### config.mk
export PLATFORM = sky130hd
export DESIGN_NAME = issue_scoreboard
export DESIGN_NICKNAME = d
export VERILOG_FILES = /design/src/rtl/mips_core_pkg.sv /design/src/rtl/sb_counter.sv /design/src/rtl/issue_scoreboard.sv
export SDC_FILE = /design/constraint.sdc
export NUM_CORES = 1
export LEC_CHECK = 0
export ABC_CLOCK_PERIOD_IN_PS = 5300
export CORE_MARGIN = 1
export CORE_UTILIZATION = 63
export CTS_CLUSTER_SIZE = 14
export DETAILED_ROUTE_END_ITERATION = 8
export PLACE_DENSITY = 0.81
export SYNTH_ARGS = -nofsm -noshare
export SYNTH_HDL_FRONTEND = slang
export SYNTH_SLANG_ARGS = --single-unit
### constraint.sdc
create_clock -name clk -period 5.3 [get_ports clk]
set_input_delay 1.06 -clock clk [delete_from_list [all_inputs] [get_ports clk]]
set_output_delay 1.06 -clock clk [all_outputs]
set_load 0.02 [all_outputs]
### src/rtl/mips_core_pkg.sv
// Shared MIPS core types: register address type, scoreboard defaults and branch-tracking states.
package mips_core_pkg;

    localparam int SB_CNT_WIDTH = 2;

    typedef logic [4:0] mips_reg_t;

    typedef enum logic {
        SB_RUN     = 1'b0,
        SB_BR_WAIT = 1'b1
    } sb_state_e;

endpackage

### src/rtl/sb_counter.sv
// One saturating up/down pending-write counter: +1 issue, -1 or -2 retire/squash, clear on flush.
module sb_counter
    import mips_core_pkg::*;
#(
    parameter int W = SB_CNT_WIDTH
) (
    input  logic clk,
    input  logic rst_n,
    input  logic inc,
    input  logic dec1,
    input  logic dec2,
    input  logic clear,
    output logic nonzero,
    output logic full,
    output logic underflow
);

    localparam logic [W-1:0] CNT_MAX = '1;

    logic [W-1:0] cnt_q, cnt_d;
    logic [W+1:0] sum;

    // Two guard bits: bit W+1 flags a negative result, bit W an overflow past max.
    always_comb begin
        // NOTE: every always_comb output gets a default first so no latch is inferred.
        cnt_d     = cnt_q;
        sum       = {2'b00, cnt_q} + (W+2)'(inc) - (W+2)'(dec1) - ((W+2)'(dec2) << 1);
        underflow = ~clear & sum[W+1];
        if (clear || sum[W+1]) begin
            cnt_d = '0;
        end else if (sum[W]) begin
            cnt_d = CNT_MAX;
        end else begin
            cnt_d = sum[W-1:0];
        end
    end

    always_ff @(posedge clk) begin
        // NOTE: sequential state uses non-blocking assignments only.
        if (!rst_n) begin
            cnt_q <= '0;
        end else begin
            cnt_q <= cnt_d;
        end
    end

    assign nonzero = |cnt_q;
    assign full    = &cnt_q;

endmodule

### src/rtl/issue_scoreboard.sv
// In-order issue scoreboard: per-register pending-write counts, one outstanding branch, stall logic.
module issue_scoreboard
    import mips_core_pkg::*;
#(
    parameter int CNT_WIDTH = SB_CNT_WIDTH
) (
    input  logic      clk,
    input  logic      rst_n,
    input  logic      dec_valid,
    input  logic      dec_uses_rs,
    input  mips_reg_t dec_rs_addr,
    input  logic      dec_uses_rt,
    input  mips_reg_t dec_rt_addr,
    input  logic      dec_uses_rw,
    input  mips_reg_t dec_rw_addr,
    input  logic      dec_is_branch_jump,
    input  logic      dec_serialize,
    input  logic      ex_ready,
    output logic      issue_fire,
    output logic      stall,
    input  logic      wb_valid,
    input  mips_reg_t wb_rw_addr,
    input  logic      kill_valid,
    input  mips_reg_t kill_rw_addr,
    input  logic      br_resolve,
    input  logic      flush_all,
    output logic      busy,
    output logic      sb_error
);

    sb_state_e   state_q, state_d;
    logic        sb_error_q, sb_error_d;
    logic [31:0] inc_vec, dec1_vec, dec2_vec;
    logic [31:0] nonzero_vec, full_vec, underflow_vec;
    logic        raw, sat, br_block, ser;

    // Register 0 is never tracked: its status bits are tied off and its events never decode.
    assign nonzero_vec[0]   = 1'b0;
    assign full_vec[0]      = 1'b0;
    assign underflow_vec[0] = 1'b0;

    always_comb begin
        inc_vec  = '0;
        dec1_vec = '0;
        dec2_vec = '0;
        for (int r = 1; r < 32; r++) begin
            logic wb_hit, kill_hit;
            wb_hit      = wb_valid & (wb_rw_addr == 5'(r));
            kill_hit    = kill_valid & (kill_rw_addr == 5'(r));
            inc_vec[r]  = issue_fire & dec_uses_rw & (dec_rw_addr == 5'(r));
            dec1_vec[r] = wb_hit ^ kill_hit;
            dec2_vec[r] = wb_hit & kill_hit;
        end
    end

    for (genvar g = 1; g < 32; g++) begin : g_cnt
        sb_counter #(.W(CNT_WIDTH)) u_cnt (
            .clk       (clk),
            .rst_n     (rst_n),
            .inc       (inc_vec[g]),
            .dec1      (dec1_vec[g]),
            .dec2      (dec2_vec[g]),
            .clear     (flush_all),
            .nonzero   (nonzero_vec[g]),
            .full      (full_vec[g]),
            .underflow (underflow_vec[g])
        );
    end

    assign busy     = (|nonzero_vec) | (state_q == SB_BR_WAIT);
    assign raw      = (dec_uses_rs & nonzero_vec[dec_rs_addr]) | (dec_uses_rt & nonzero_vec[dec_rt_addr]);
    assign sat      = dec_uses_rw & full_vec[dec_rw_addr];
    assign br_block = (state_q == SB_BR_WAIT);
    assign ser      = dec_serialize & busy;

    assign stall      = dec_valid & (raw | sat | br_block | ser | ~ex_ready);
    assign issue_fire = dec_valid & ~stall & ~flush_all;
    assign sb_error   = sb_error_q;

    always_comb begin
        state_d    = state_q;
        sb_error_d = sb_error_q;
        if (flush_all) begin
            state_d = SB_RUN;
        end else begin
            case (state_q)
                SB_RUN: begin
                    if (issue_fire && dec_is_branch_jump) state_d = SB_BR_WAIT;
                    if (br_resolve) sb_error_d = 1'b1;
                end
                SB_BR_WAIT: begin
                    if (br_resolve) state_d = SB_RUN;
                end
                default: state_d = SB_RUN;
            endcase
            if (|underflow_vec) sb_error_d = 1'b1;
        end
    end

    always_ff @(posedge clk) begin
        if (!rst_n) begin
            state_q    <= SB_RUN;
            sb_error_q <= 1'b0;
        end else begin
            state_q    <= state_d;
            sb_error_q <= sb_error_d;
        end
    end

endmodule

## After elaboration in Yosys (flattened, before gate mapping)

Index checks and enable logic that the tools add are counted.

- Flip-flop bits (word level): 64
- Output and inout port bits: 4
- Input bits: 38
- Word-level logic and storage cells: 601

- Bitwise gates (word level): 205
- Equality and inequality tests: 94
- Reductions and logical operators: 130
- Multiplexer cells: 43
- Order comparisons: 3
- $add $sub $neg: 93

Operator list:

| kind | count |
|---|---|
| 5-bit equality test, second input constant | 48 |
| 1-bit bitwise AND | 163 |
| 2-bit OR reduction | 63 |
| 4-bit by 1-bit subtractor with 4-bit output | 31 |
| 4-bit by 2-bit subtractor with 4-bit output | 31 |
| 5-bit by 4-bit equality test with 1-bit output, second input constant | 24 |
| 2-bit by 1-bit adder with 3-bit output | 31 |
| 2-bit two-way mux | 31 |
| 2-bit AND reduction | 31 |
| 62-bit OR reduction | 1 |
| 5-bit by 3-bit equality test with 1-bit output, second input constant | 12 |
| 1-bit logical OR | 31 |
| 31-bit OR reduction | 1 |
| 1-bit XOR | 31 |
| 5-bit by 2-bit equality test with 1-bit output, second input constant | 6 |
| 5-bit by 6-bit less-than comparator with 1-bit output, second input constant | 3 |
| 1-bit binary-select mux with 5-bit select | 3 |
| 5-bit by 1-bit equality test with 1-bit output, second input constant | 3 |
| 1-bit two-way mux | 8 |
| 1-bit OR | 6 |
| 1-bit inverter | 5 |
| 3-bit AND reduction | 1 |
| 2-bit by 1-bit != test with 1-bit output, second input constant | 1 |
| 1-bit case mux with 2 select lines | 1 |
| 2 further kinds | 2 |

## Depth between registers and ports, before layout

- Depth in word-level cells: 22
- Depth in mapped cells: 18
- Depth with buffers taken out: 15

## Hierarchy

A second synthesis with hierarchy kept.

- Cell total of the unflattened synthesis: 930
- Area, all modules: 7,738.7 um^2

By module, submodules not included:

| module | seq. area each (um^2) | instances | area an instance (um^2) | cells each |
|---|---|---|---|---|
| sb_counter | 40.0 | 31 | 173.9 | 20 |
| issue_scoreboard | 40.0 | 1 | 2,347.3 | 310 |

## Least setup slack after synthesis

Ideal clock, no wire load.

- Path kind: input port to flip-flop
- From: input port dec_rt_addr[3]
- To: register g_cnt[23].u_cnt.cnt_q[1]
- Setup time: 0.091 ns
- Stages: 14
- Required time: 5.209 ns
- Data arrival time: 4.408 ns
- Setup slack: 0.801 ns
- Buffers on the path: 2
- Cells stage by stage: clkbuf_1 > mux4_2 > a2111oi_0 > nor4_4 > nand4b_4 > buf_6 > nor3_1 > ha_1 > inv_1 > ha_1 > fa_1 > a21oi_1 > nor2_1 > a311oi_1

- Word-level cells in the longest chain between the ends: 19
- Elaborated cells between the ends (all ways): 20
- Classes of those cells: 3 x add/sub; 3 x mux; 12 x bitwise; 2 x reduce/logical

Ends and longest elaborated chain:

| element | line | source |
|---|---|---|
| from (decl) | issue_scoreboard.sv:13 | `input mips_reg_t dec_rt_addr,` |
| 1-bit binary-select mux with 5-bit select * | issue_scoreboard.sv:71 | `assign raw = (dec_uses_rs & nonzero_vec[dec_rs_addr]) \| (dec_uses_rt & nonzero_vec[dec_rt_addr]);` |
| 1-bit two-way mux (implied by the code) * | issue_scoreboard.sv:71 |  |
| 1-bit bitwise AND * | issue_scoreboard.sv:71 |  |
| 1-bit OR * | issue_scoreboard.sv:71 |  |
| 1-bit OR * (4 in a row) | issue_scoreboard.sv:76 | `assign stall = dec_valid & (raw \| sat \| br_block \| ser \| ~ex_ready);` |
| 1-bit bitwise AND * | issue_scoreboard.sv:76 |  |
| 1-bit inverter * | issue_scoreboard.sv:77 | `assign issue_fire = dec_valid & ~stall & ~flush_all;` |
| 1-bit bitwise AND * (2 in a row) | issue_scoreboard.sv:77 |  |
| 1-bit bitwise AND * (2 in a row) | issue_scoreboard.sv:50 | `inc_vec[r] = issue_fire & dec_uses_rw & (dec_rw_addr == 5'(r));` |
| 2-bit by 1-bit adder with 3-bit output * | sb_counter.sv:27 | `sum = {2'b00, cnt_q} + (W+2)'(inc) - (W+2)'(dec1) - ((W+2)'(dec2) << 1);` |
| 4-bit by 1-bit subtractor with 4-bit output * | sb_counter.sv:27 |  |
| 4-bit by 2-bit subtractor with 4-bit output * | sb_counter.sv:27 |  |
| 1-bit logical OR | sb_counter.sv:29 | `if (clear \|\| sum[W+1]) begin` |
| 2-bit OR reduction (no line) | - |  |
| to (signal assigned) | sb_counter.sv:43 | `cnt_q <= cnt_d;` |
| to (decl) | sb_counter.sv:20 | `logic [W-1:0] cnt_q, cnt_d;` |

Mark *: on every way between the ends. The rest lies on a longest branch, timed or not. The select of a mux whose other input is x is not followed.
A chain may end at the register's enable or synchronous reset.

## Worst setup path after layout

- From: input port dec_rt_addr[3]
- To: register sb_error_q, in the netlist sb_error

- Word-level cells in the longest chain between the ends: 21
- Elaborated cells between the ends (all ways): 173
- Classes of those cells: 93 x add/sub; 1 x eq/ne; 3 x mux; 73 x bitwise; 3 x reduce/logical

Ends and longest elaborated chain:

| element | line | source |
|---|---|---|
| 1-bit binary-select mux with 5-bit select * | issue_scoreboard.sv:71 |  |
| 1-bit two-way mux (implied by the code) * | issue_scoreboard.sv:71 |  |
| 1-bit bitwise AND * | issue_scoreboard.sv:71 |  |
| 1-bit OR * | issue_scoreboard.sv:71 |  |
| 1-bit OR * (4 in a row) | issue_scoreboard.sv:76 |  |
| 1-bit bitwise AND * | issue_scoreboard.sv:76 |  |
| 1-bit inverter * | issue_scoreboard.sv:77 |  |
| 1-bit bitwise AND * (2 in a row) | issue_scoreboard.sv:77 |  |
| 1-bit bitwise AND * | issue_scoreboard.sv:50 |  |
| 1-bit bitwise AND | issue_scoreboard.sv:50 |  |
| 2-bit by 1-bit adder with 3-bit output | sb_counter.sv:27 |  |
| 4-bit by 1-bit subtractor with 4-bit output | sb_counter.sv:27 |  |
| 4-bit by 2-bit subtractor with 4-bit output | sb_counter.sv:27 |  |
| 1-bit bitwise AND | sb_counter.sv:28 | `underflow = ~clear & sum[W+1];` |
| 31-bit OR reduction * | issue_scoreboard.sv:96 | `if (\|underflow_vec) sb_error_d = 1'b1;` |
| 2-bit by 1-bit != test with 1-bit output (no line) / 2-bit nonzero test (equally long branches) | - |  |
| 3-bit AND reduction (no line) | - |  |
| to (signal assigned) | issue_scoreboard.sv:106 | `sb_error_q <= sb_error_d;` |
| to (decl) | issue_scoreboard.sv:32 | `logic sb_error_q, sb_error_d;` |

Marks and branches as above.

==> results.sh <==
export IMPL_ctsHoldBuffers=0
export IMPL_cts_tree="yes"
export IMPL_syn_nets=1256
export IMPL_maxCapViolations=0
export IMPL_p_sw_uw=436
export IMPL_postCtsSetupBuffers=0
export IMPL_synth_edf_count=0
export IMPL_path_class="primary input to register"
export IMPL_critPathMaxFanout=12
export IMPL_seq_area_frac_synth=0.156
export IMPL_hold_violations=0
export IMPL_post_route_min_period_ps=5200
export IMPL_overflow=0
export IMPL_cts_resized=0
export IMPL_clock_latency_ps=350
export IMPL_irDropWorstVdd_mv=0.138
export IMPL_finalSetupViolCount=0
export IMPL_wl_per_cell_um=19.6
export IMPL_combPwrFrac=0.232
export IMPL_die_h_um=116
export IMPL_grt_pass1_vias=7643
export IMPL_required_ps=5540
export IMPL_drc_errors=0
export IMPL_antenna_found_initial=0
export IMPL_wl_um=25100
export IMPL_swShare=0.306
export IMPL_slew_headroom=0.368
export IMPL_start_util=0.648
export IMPL_clockBufferDepth=2
export IMPL_ys_types=50
export IMPL_powerDensity_mw_per_mm2=152
export IMPL_numCtsBuffers=9
export IMPL_vias_per_cell=6.39
export IMPL_synth_area_per_cell_um2=7.96
export IMPL_first_pass_iters=8
export IMPL_hold_path_class="register to register"
export IMPL_fin_crit_sh=0.981
export IMPL_yosys_warnings=0
export IMPL_async_reset_ff_frac=0
export IMPL_rsz0062_at_grt="false"
export IMPL_placed_area_mm2=0.00905
export IMPL_vias=8159
export IMPL_grt_usage=0.384
export IMPL_layout_drive_gt1_share=0.0706
export IMPL_synthFlopType="dfxtp_1"
export IMPL_dieArea_mm2=0.0135
export IMPL_grt_max_degree=33
export IMPL_die_w_um=116
export IMPL_power_leakage_uw=0.00425
export IMPL_drt_iter0_markers=826
export IMPL_area_growth_pct=13.7
export IMPL_worstMarginPinSlew_ps=946
export IMPL_diodes=0
export IMPL_arrival_ps=5440
export IMPL_p_int_uw=987
export IMPL_syn_area_mm2=0.00822
export IMPL_startpoint_type="primary input"
export IMPL_fmax_mhz=192
export IMPL_cts_sinks=64
export IMPL_p_total_uw=1420
export IMPL_portBuffers=41
export IMPL_fp_coreArea_mm2=0.0127
export IMPL_syn_inst=1032
export IMPL_cts_clk_slew_worst_paths_ps=60
export IMPL_whs_ps=546
export IMPL_endpoint_kind="register"
export IMPL_grt_pass1_wl_um=38700
export IMPL_fin_area_mm2=0.00934
export IMPL_io_pins=42
export IMPL_outcome="finished clean"
export IMPL_rows=41
export IMPL_gp_congestion=1.02
export IMPL_clkPwrFrac=0.412
export IMPL_worst_clock_skew_ps=5.14
export IMPL_slew_violations=0
export IMPL_dp_final_hpwl_um=20200
export IMPL_ys_ff_latch=64
export IMPL_ant_nets=0
export IMPL_pwr_share_seq=0.356
export IMPL_nets=1324
export IMPL_clock_root_buffer="clkbuf_16"
export IMPL_htreeDepth=3
==> final timing paths <==
check / startpoint / slack (ps) / cells past startpoint / endpoint
worst max-delay path: dec_rt_addr[3] / 100 / 16 / sb_error$_SDFFE_PN0P_
worst min-delay path: sb_error$_SDFFE_PN0P_ / 550 / 1 / sb_error$_SDFFE_PN0P_
worst max register to register: g_cnt[20].u_cnt.cnt_q[1]$_SDFF_PP0_ / 240 / 16 / sb_error$_SDFFE_PN0P_
worst min register to register: sb_error$_SDFFE_PN0P_ / 550 / 1 / sb_error$_SDFFE_PN0P_
==> power groups by stage <==
stage | Combinational [uW] | Sequential, uW | Clock, uW
floorplan | 195 | 510 | 0
global placement | 314 | 516 | 0
CTS | 322 | 505 | 585
global route | 352 | 507 | 605
detailed placement | 320 | 516 | 0
finish | 330 | 506 | 587
==> critical path, cell delays in order <==
cell and delay (ps):
clkdlybuf4s50_1 590, buf_4 180, mux4_2 490, a2111oi_1 620, nor4_4 130, nand4_2 130
buf_4 210, nor4_1 80, ha_1 210, ha_1 330, nor2_1 80, a2111oi_0 770
nand4_1 180, nor2_1 140, nor2_1 60, o21a_1 170
==> routing by layer <==
| metal | routed length [um] | vias to the layer above | share of wire | GRT usage |
|---|---|---|---|---|
| li1 | - | 3748 | - | - |
| met1 | 10100 | 3788 | 0.40 | 0.492 |
| met2 | 10900 | 509 | 0.43 | 0.598 |
| met3 | 2860 | 114 | 0.11 | 0.105 |
| met4 | 1230 | 0 | 0.049 | 0.190 |
| met5 | 0 | - | 0 | 0 |
==> Yosys cell counts, drive strengths merged, types with 3 or more instances <==
cell type	number	area, um^2
a2111oi	8	70.1
a211oi	33	248
a21oi	57	285
a311oi	17	149
a31oi	3	18.8
and2	4	25.0
and2b	3	25.0
buf	5	48.8
clkbuf	24	110
dfxtp	64	1280
fa	62	1240
ha	124	1550
inv	176	661
mux4	5	113
nand2	104	390
nand2b	11	68.8
nand3	20	100
nand4	10	68.8
nor2	66	248
nor2b	9	56.3
nor3	76	380
nor4	31	215
o211ai	5	37.5
o21ai	29	145
o22ai	32	200
o31ai	12	90.1
xnor2	20	175
==> through the flow <==
stage,utilization,TNS [ps],setup WS [ps],cells
final,0.737,0,103,1277
after CTS,0.737,0,73.8,1277
after global placement,0.715,-121,-121,1261
after detailed placement,0.715,-182,-182,1261
after floorplan,-,0,801,1032
after global routing,0.737,0,2.99,1277
==> placed cells by master (no fill, tap or decap), types with 32 or more instances in the layout <==
cell             instances
nor3_1                  76
dfxtp_1                 64
nor2_1                  65
nand2_1                104
ha_1                   124
o22ai_1                 32
clkdlybuf4s50_1         41
buf_4                   43
a211oi_1                33
a21oi_1                 57
inv_1                  176
fa_1                    62
==> final cells by class <==
type	instances	area [um^2]
clock buffer	13	270
sequential	64	1280
inverter	176	661
timing repair buffer	86	773
multi-input combinational	763	6130
tap	172	215
clock inverter	3	15.0
fill	1006	3330
==> state kept, by name (all words and copies together), names as in the netlist <==
register	flops
sb_error	1
g_cnt.u_cnt.cnt_q	62
br_block	1
==> cell families after synthesis <==
kind of cell               after synthesis  share of synthesized area
adders and majority gates              186                      0.340
xor gates and xnor gates                20                     0.0213
and+or+nand+nor                        343                      0.204
DFF                                     64                      0.156
AOI/OAI and AO/OA                      209                      0.165
buffers and inverters                  205                     0.0997
muxes                                    5                     0.0137
No activity file was read; power rests on OpenSTA's default activity.
